==> src/rtl/rs232_tx_serializer.sv <==
// -----------------------------------------------------------------------------
// rs232_tx_serializer
//
// Purpose:
//   UART transmitter with a 128-entry write FIFO. Words written through
//   transmit_data/transmit_data_en are queued and sent LSB first as
//   start(0) + DATA_WIDTH payload bits + stop(1), one bit per baud period.
//   Frames are sent back-to-back while the FIFO holds data.
//
// Ports:
//   clk              - single clock
//   reset            - synchronous active-high reset
//   transmit_data    - word to queue; bit 0 goes out first
//   transmit_data_en - one-cycle write strobe for transmit_data
//   fifo_write_space - free FIFO entries (0..128), registered
//   serial_data_out  - UART TX line, registered, idle high
// -----------------------------------------------------------------------------
module rs232_tx_serializer #(
   parameter int unsigned                   BAUD_COUNTER_WIDTH   = 9,
   parameter logic [BAUD_COUNTER_WIDTH-1:0] BAUD_TICK_INCREMENT  = 9'd1,
   parameter logic [BAUD_COUNTER_WIDTH-1:0] BAUD_TICK_COUNT      = 9'd435,
   parameter logic [BAUD_COUNTER_WIDTH-1:0] HALF_BAUD_TICK_COUNT = 9'd218,
   parameter int unsigned                   TOTAL_DATA_WIDTH     = 11,
   parameter int unsigned                   DATA_WIDTH           = 9
) (
   input  logic                  clk,
   input  logic                  reset,
   input  logic [DATA_WIDTH-1:0] transmit_data,
   input  logic                  transmit_data_en,
   output logic [7:0]            fifo_write_space,
   output logic                  serial_data_out
);

   localparam int unsigned FIFO_DEPTH = 128;
   localparam int unsigned PTR_W      = 7;
   localparam int unsigned BIT_CNT_W  = $clog2(TOTAL_DATA_WIDTH);
   localparam logic [BIT_CNT_W-1:0] LAST_BIT = BIT_CNT_W'(TOTAL_DATA_WIDTH - 1);
   localparam logic [7:0] SPACE_EMPTY = 8'd128;

   typedef enum logic {
      ST_IDLE,
      ST_SHIFT
   } state_e;

   // Receive-side compatibility parameter; kept so both directions share one
   // parameter set, but the transmitter never samples mid-bit.
   logic [BAUD_COUNTER_WIDTH-1:0] unused_half_tick;
   assign unused_half_tick = HALF_BAUD_TICK_COUNT;

   // ---------------------------------------------------------------------------
   // State
   // ---------------------------------------------------------------------------
   state_e                        state_q,    state_d;
   logic [BAUD_COUNTER_WIDTH-1:0] baud_cnt_q, baud_cnt_d;
   logic [BIT_CNT_W-1:0]          bit_cnt_q,  bit_cnt_d;
   logic [TOTAL_DATA_WIDTH-1:0]   shift_q,    shift_d;
   logic                          serial_q,   serial_d;
   logic [PTR_W-1:0]              wr_ptr_q,   wr_ptr_d;
   logic [PTR_W-1:0]              rd_ptr_q,   rd_ptr_d;
   logic [7:0]                    space_q,    space_d;

   logic [DATA_WIDTH-1:0] mem_q [FIFO_DEPTH];

   logic                  fifo_empty;
   logic                  fifo_full;
   logic                  push;
   logic                  pop;
   logic                  baud_tick;
   logic                  last_bit;
   logic [DATA_WIDTH-1:0] fifo_rd_data;

   // The free-space count doubles as the full/empty flag, so the 7-bit
   // pointers may wrap freely without ambiguity when they are equal.
   assign fifo_empty   = (space_q == SPACE_EMPTY);
   assign fifo_full    = (space_q == 8'd0);
   assign fifo_rd_data = mem_q[rd_ptr_q];

   assign baud_tick = (baud_cnt_q == (BAUD_TICK_COUNT - BAUD_TICK_INCREMENT));
   assign last_bit  = (bit_cnt_q == LAST_BIT);

   // A full FIFO still accepts a write in the cycle its head is popped: the
   // slot being read this cycle is the one the write lands in at the edge.
   assign push = transmit_data_en && (!fifo_full || pop);

   // ---------------------------------------------------------------------------
   // FSM next-state / datapath
   // ---------------------------------------------------------------------------
   // NOTE: every signal driven here gets a default before the case statement;
   // a path that leaves one unassigned would infer a latch.
   always_comb begin
      state_d    = state_q;
      baud_cnt_d = baud_cnt_q;
      bit_cnt_d  = bit_cnt_q;
      shift_d    = shift_q;
      serial_d   = serial_q;
      pop        = 1'b0;

      unique case (state_q)
         ST_IDLE: begin
            serial_d   = 1'b1;
            baud_cnt_d = '0;
            bit_cnt_d  = '0;
            if (!fifo_empty) begin
               pop        = 1'b1;
               state_d    = ST_SHIFT;
               shift_d    = {1'b1, fifo_rd_data, 1'b0};
               serial_d   = 1'b0;
            end
         end

         ST_SHIFT: begin
            if (!baud_tick) begin
               baud_cnt_d = baud_cnt_q + BAUD_TICK_INCREMENT;
            end else begin
               baud_cnt_d = '0;
               if (!last_bit) begin
                  shift_d   = shift_q >> 1;
                  serial_d  = shift_q[1];
                  bit_cnt_d = bit_cnt_q + BIT_CNT_W'(1);
               end else if (!fifo_empty) begin
                  // End of stop bit with more data: reload in this cycle so
                  // the next start bit follows with no idle gap.
                  pop       = 1'b1;
                  shift_d   = {1'b1, fifo_rd_data, 1'b0};
                  serial_d  = 1'b0;
                  bit_cnt_d = '0;
               end else begin
                  state_d   = ST_IDLE;
                  serial_d  = 1'b1;
                  bit_cnt_d = '0;
               end
            end
         end

         default: begin
            state_d  = ST_IDLE;
            serial_d = 1'b1;
         end
      endcase
   end

   // ---------------------------------------------------------------------------
   // FIFO pointer / occupancy next-state
   // ---------------------------------------------------------------------------
   always_comb begin
      wr_ptr_d = wr_ptr_q + PTR_W'(push);
      rd_ptr_d = rd_ptr_q + PTR_W'(pop);
      space_d  = space_q;
      unique case ({push, pop})
         2'b10:   space_d = space_q - 8'd1;
         2'b01:   space_d = space_q + 8'd1;
         default: space_d = space_q;
      endcase
   end

   // ---------------------------------------------------------------------------
   // Registers
   // ---------------------------------------------------------------------------
   // NOTE: sequential state uses non-blocking assignments so every register
   // samples the pre-edge value of every other register.
   always_ff @(posedge clk) begin
      if (reset) begin
         state_q    <= ST_IDLE;
         baud_cnt_q <= '0;
         bit_cnt_q  <= '0;
         shift_q    <= '1;
         serial_q   <= 1'b1;
         wr_ptr_q   <= '0;
         rd_ptr_q   <= '0;
         space_q    <= SPACE_EMPTY;
      end else begin
         state_q    <= state_d;
         baud_cnt_q <= baud_cnt_d;
         bit_cnt_q  <= bit_cnt_d;
         shift_q    <= shift_d;
         serial_q   <= serial_d;
         wr_ptr_q   <= wr_ptr_d;
         rd_ptr_q   <= rd_ptr_d;
         space_q    <= space_d;
      end
   end

   // NOTE: the storage array has no reset; resetting the pointers and the
   // space count empties the FIFO, and stale contents are never read.
   always_ff @(posedge clk) begin
      if (push && !reset) begin
         mem_q[wr_ptr_q] <= transmit_data;
      end
   end

   assign fifo_write_space = space_q;
   assign serial_data_out  = serial_q;

endmodule

==> config.mk <==
export PLATFORM = sky130hd
export DESIGN_NAME = rs232_tx_serializer
export DESIGN_NICKNAME = d
export VERILOG_FILES = /design/src/rtl/rs232_tx_serializer.sv
export SDC_FILE = /design/constraint.sdc
export NUM_CORES = 1
export LEC_CHECK = 0
export CAP_MARGIN = 20
export CORE_UTILIZATION = 34
export CTS_BUF_LIST = sky130_fd_sc_hd__clkbuf_2
export DETAILED_ROUTE_END_ITERATION = 12
export MAX_ROUTING_LAYER = met4
export SLEW_MARGIN = 0
export SYNTH_ARGS = -nofsm -noshare
export SYNTH_HDL_FRONTEND = slang
export SYNTH_SLANG_ARGS = --single-unit
==> constraint.sdc <==
create_clock -name clk -period 3.3 [get_ports clk]
set_input_delay 0.33 -clock clk [delete_from_list [all_inputs] [get_ports clk]]
set_output_delay 0.33 -clock clk [all_outputs]
set_load 0.005 [all_outputs]
-- Yosys cells after proc, flatten, opt, wreduce, memory -nomap -nowiden
Memory sizes are Yosys's and may differ from the RTL's. A register that Yosys moved wholly into a read port is not among the register bits.
Index checks and enable logic that the tools add are counted.
- flip-flop bits (word level): 48
- memory bits (writable): 1152
- bits of input ports: 12
- output and inout bits: 9
- memories kept: 1
- $add $sub $neg: 6
- equality and inequality tests: 6
- mux-type cells: 24
- bitwise gates (word level): 1
- reductions and logical operators: 7
- memory list (memory ; words ; bits a word ; read ports ; clocked after Yosys merged registers in ; write ports ; line ; text):
    mem_q ; 128 ; 9 ; 1 ; 1 ; 1 ; 62 ; logic [DATA_WIDTH-1:0] mem_q [FIFO_DEPTH];
- operators by type and width (kind ; count):
    two-way mux 11 bit ; 3
    one-hot mux 11 bit (2 select lines) ; 1
    one-hot mux 9 bit (2 select lines) ; 1
    one-hot mux 8 bit (2 select lines) ; 1
    adder 7 x 1 -> 7 bit ; 2
    two-way mux 1 bit ; 10
    adder 9 x 1 -> 9 bit, second input constant ; 1
    == test 9 bit, second input constant ; 1
    two-way mux 9 bit ; 1
    adder 8 x 1 -> 8 bit, second input constant ; 1
    == test 8 bit, second input constant ; 1
    logical NOT 8 bit ; 1
    two-way mux 4 bit ; 2
    one-hot mux 4 bit (2 select lines) ; 1
    subtractor 8 x 1 -> 8 bit, second input constant ; 1
    two-way mux 7 bit ; 1
    one-hot mux 1 bit (2 select lines) ; 3
    adder 4 x 1 -> 4 bit, second input constant ; 1
    == test 4 bit, second input constant ; 1
    == test 2 x 1 -> 1 bit, second input constant ; 1
    == test 2 bit, second input constant ; 1
    logical AND 1 bit ; 2
    logical NOT 1 bit ; 2
    inequality test 2 x 1 -> 1 bit, second input constant ; 1
    other kinds (3) ; 3

-- Depth between registers and ports, before layout
- depth in word-level cells: 10
- depth in mapped cells: 17

-- Worst setup path before layout
Ideal clock, no wire load.
- kind: register to register
- start: register baud_cnt_q[0]
- end: register space_q[7], in the netlist fifo_write_space[7]
- setup time: 0.072 ns
- arrival time: 3.565 ns
- data required time: 3.228 ns
- slack: -0.337 ns
- stages on the path, launching flop included: 18
- path buffers: 0
- cells stage by stage: dfxtp_1 inv_1 ha_1 and4b_1 a41oi_2 a21oi_1 o31a_1 inv_1 ha_1 inv_1 ha_1 a21o_1 a21oi_1 o21bai_1 a2111oi_0 or3_1 mux2i_1 mux2i_1
- longest elaborated chain between the ends: 7
- ends and longest elaborated chain (element ; line ; text):
    start, declared ; 54 ; logic [BAUD_COUNTER_WIDTH-1:0] baud_cnt_q, baud_cnt_d;
    start signal, assigned ; 173 ; baud_cnt_q <= baud_cnt_d;
    == test 9 bit * ; 78 ; assign baud_tick = (baud_cnt_q == (BAUD_TICK_COUNT - BAUD_TICK_INCREMENT));
    two-way mux 1 bit * ; 112 ; if (!baud_tick) begin
    one-hot mux 1 bit (2 select lines) * ; 98 ; unique case (state_q)
    logical OR 1 bit ; 83 ; assign push = transmit_data_en && (!fifo_full || pop);
    logical AND 1 bit ; 83 ;
    == test 2 x 1 -> 1 bit or == test 2 bit (tied branches) ; 149 ; unique case ({push, pop})
    one-hot mux 8 bit (2 select lines) or nonzero test 2 bit (tied branches) ; n/a ;
    end signal, assigned ; 179 ; space_q <= space_d;
    end, declared ; 60 ; logic [7:0] space_q, space_d;
Every way passes the cells marked *; elsewhere a longest branch is shown, timed or not.
A chain may end at the register's enable or synchronous reset.

-- Worst setup path after layout
Same ends and word-level chain as after synthesis.

==> results.md <==
* CP Class: reg2reg
* CTS tree: built
* Initial core utilization at roughly 34%
* Clock power frac at 30.8%
* Global-route wire length before repair at 178 mm
* Grt ovf at 0
* Vias in the first global route at around 26,000
* CP max-delay cell: dfxtp_2
* H-tree levels at 5
* Via count at roughly 26,000
* Unrepaired setup endpoints after global routing: yes
* P_int at 23.2 mW
* Register area at 0.0355 mm2
* Main synth FF type: edfxtp_1
* Post-Synthesis Cell Area at 0.0472 mm2
* Total power at around 32 mW
* Reg clk slew, reported paths at ~0.13 ns
* Maxcap violations at 0
* Final period util at just under 100%
* Layout cells sized above 1 at 33.6%
* Most frequent cells in the layout: edfxtp_1, clkbuf_2, buf_4
* Reg-to-Reg End: fifo_write_space[7]$_SDFFE_PP1P_
* Worst-skew pair later-pin latency at 1.56 ns
* Initial antenna violation count at 4
* Setup crit start: baud_cnt_q[0]$_SDFF_PP0_
* Hold Path Class: in2reg
* DIE AREA at 0.140 mm2
* Fin nets at 2,909
* Layout Skew at 0.134 ns
* Worst path cell trace: inv_2, ha_4, and4b_2, a41oi_4, a21oi_2, o31a_1, inv_1, ha_2, inv_4, ha_4, a21o_1, a21oi_2, o21bai_2, a2111oi_2, or3_1, mux2i_1, mux2i_1
* CP endpoint: fifo_write_space[7]$_SDFFE_PP1P_
* Worst path max stage delay at 0.34 ns
* Chip Width at 374 um
* Post-synth EDFFs at 1,152
* Syn nets at around 2,400
* Synth async-reset ratio at 0%
* # IOs at 21
* Worst endpoint required time at 4.72 ns
* Longest Clk Path Bufs at 4
* Switching power at 8.56 mW
* Seq cells post-synth at 1,199
* Register area share after synthesis at between 70% and 80%
* PortBufs at 20
* Final Hold Vio Count at 0
* Critical Path Source Type: flip-flop
* Measured slew at the worst slew-check pin at around 1.1 ns
* HPWL Detailed at 75.0 mm
* Mean Syn Cell Area at around 20 um2
* Cts bufs inserted at 316
* Fillcell total at 12,500
* Die height at around 370 um
* Most common cell after layout, fill and taps aside: edfxtp_1
* P&R area growth vs syn at 15.4%
* R2R depth at 17
* Post-route ant nets at 0
* GP Congestion at 0.880
* DRC at 0
* Minimum clock period at between 3 and 4 ns
* CP Capture Type: flip-flop
* Pwr per Cell Area at between 500 and 600 mW/mm2
* # rows at 136
* Drt via density at approximately 5.2
* Fin. max-slew vios at 0
* FF-to-FF Start: baud_cnt_q[0]$_SDFF_PP0_
* Yosys cell types at 66
* VDD IR-drop max at between 300 and 400 uV
* Starting DRT DRC Count at 2,674
* Global Route Usage Sum at 17.9%
* Max transition margin at 29.4%
* Largest net degree at the start of global routing at roughly 130
* Drt total wl at 122 mm
* Status: completed
* Total stage count of the critical path at 17
* Pre-antenna DRT Iters at 8
* Max Clk Rate at 311 MHz
* Sequential power share at 53.2%
* Buf/Inv on CP at 3
* Core ar. at 0.137 mm2
* Critical path arrival at 4.63 ns
* Top delay family on crit path: compound AO/OA/AOI/OAI gates
* Sw Share at 26.9%
* Final setup fails at 0
* Multi-input gate area at 0.0109 mm2
* Clock sinks at between 1,000 and 1,500
* Syn Inst Count at around 2,400
* Register-to-register setup slack at 0.08 ns
* Ys Warns at 0
* Hold slack at between 0.3 and 0.4 ns
* Wire per inst at 24.9 um
* Crit-path max FO at 5
* Leak Pwr at 17.4 nW
* Root buffer cell: clkbuf_2
* Power share of the combinational group at roughly 16%
cell usage after synthesis (18+ instances only):
library cell,instances,area share [%]
edfxtp_1,1152,73
mux4_2,248,12
nor2_1,222,1.8
mux2i_1,124,2.6
nand2_1,58,0.46
dfxtp_1,47,2.0
buf_2,45,0.48
clkbuf_1,45,0.36
o21ai_0,30,0.32
a21oi_1,25,0.27
nor3_1,25,0.27
nand3_1,23,0.24
nor2b_1,20,0.27
a221oi_1,18,0.33
buf_6,18,0.43
kinds of logic (layout without fill, tap and decap cells):
logic type	count (synthesis)	count (layout)	synth area share [%]
simple gates	399	399	3.71
fa+ha+maj	16	16	0.440
other cells	0	3	0
flops	1199	1199	75.3
buf+inv	148	867	1.80
mux	392	392	15.2
compound gates	199	199	3.08
xor+xnor	21	21	0.390
worst reg2reg max path, delay by kind of cell, from the launching register on:
kind / cells / cell delay [ns]
simple gates: 2 / 0.43
flops: 1 / 0.34
fa+ha+maj: 3 / 0.55
mux: 2 / 0.41
compound gates: 7 / 1.20
buf+inv: 3 / 0.17
routing by layer:
| metal | vias up | global-route usage (%) | wire length [um] |
|---|---|---|---|
| li1 | 11000 | - | - |
| met3 | 141 | 4.02 | 9880 |
| met5 | - | - | 0 |
| met1 | 13300 | 23.7 | 50600 |
| met2 | 1145 | 27.4 | 59000 |
| met4 | 0 | 5.76 | 2370 |
flip-flops by register name, summed over array words and instances (netlist names):
register and count:
fifo_write_space 8, baud_cnt_q 9, serial_data_out 1, wr_ptr_q 7, state_q 1, bit_cnt_q 4, mem_q 1152, shift_q 10
rd_ptr_q 7
what timing repair did:
item                                   4_1_cts  5_1_grt
endpoints found under the hold margin     1170        0
setup buffers                                7        4
setup endpoints to repair                    2       41
cloned                                       0        0
hold buffers                                27        0
pin swaps                                    8       13
gates resized for setup                      6       17
area by class of cell:
type	count	share of cell area, %
well taps	1794	4.12
clock buffers	437	4.02
diodes	3	0.0138
inverters	16	0.115
multi-input cells	1027	20.0
clock inverters	93	0.947
repair buffers	321	5.51
flip-flops and latches	1199	65.3
worst min path at each step:
stage,from,depth (start not counted),slack [ns],endpoint
2_1_floorplan,baud_cnt_q[0]$_SDFF_PP0_,1,0.42,baud_cnt_q[0]$_SDFF_PP0_
3_3_place_gp,bit_cnt_q[3]$_SDFFE_PP0P_,2,0.47,bit_cnt_q[3]$_SDFFE_PP0P_
3_5_place_dp,bit_cnt_q[3]$_SDFFE_PP0P_,2,0.50,bit_cnt_q[3]$_SDFFE_PP0P_
4_1_cts,reset,3,0.19,wr_ptr_q[6]$_SDFF_PP0_
5_1_grt,reset,3,0.29,wr_ptr_q[6]$_SDFF_PP0_
6_report,reset,3,0.36,wr_ptr_q[6]$_SDFF_PP0_
stage by stage:
stage               utilization [%]  setup slack, ns  instances  area [um2]  TNS, ns
global route                   39.6           -0.125       4889       54400   -0.221
detailed placement             37.2           -0.110       4319       51200   -0.167
global placement               37.2           -0.133       4319       51200   -0.133
CTS                            39.5          -0.0600       4883       54300  -0.0600
finish                         39.6           0.0837       4890       54400        0
floorplan                         -           0.0115       2374       47200        0
power by group through the flow:
stage / clock network [mW] / logic [mW] / registers [mW]
CTS: 10.1 / 5.04 / 16.9
global placement: 0 / 4.84 / 17.2
global route: 10.8 / 5.38 / 16.9
detailed placement: 0 / 4.91 / 17.3
floorplan: 0 / 3.22 / 17.2
finish: 9.80 / 5.08 / 16.9
Note: power is estimated with default switching activity, not from simulation.
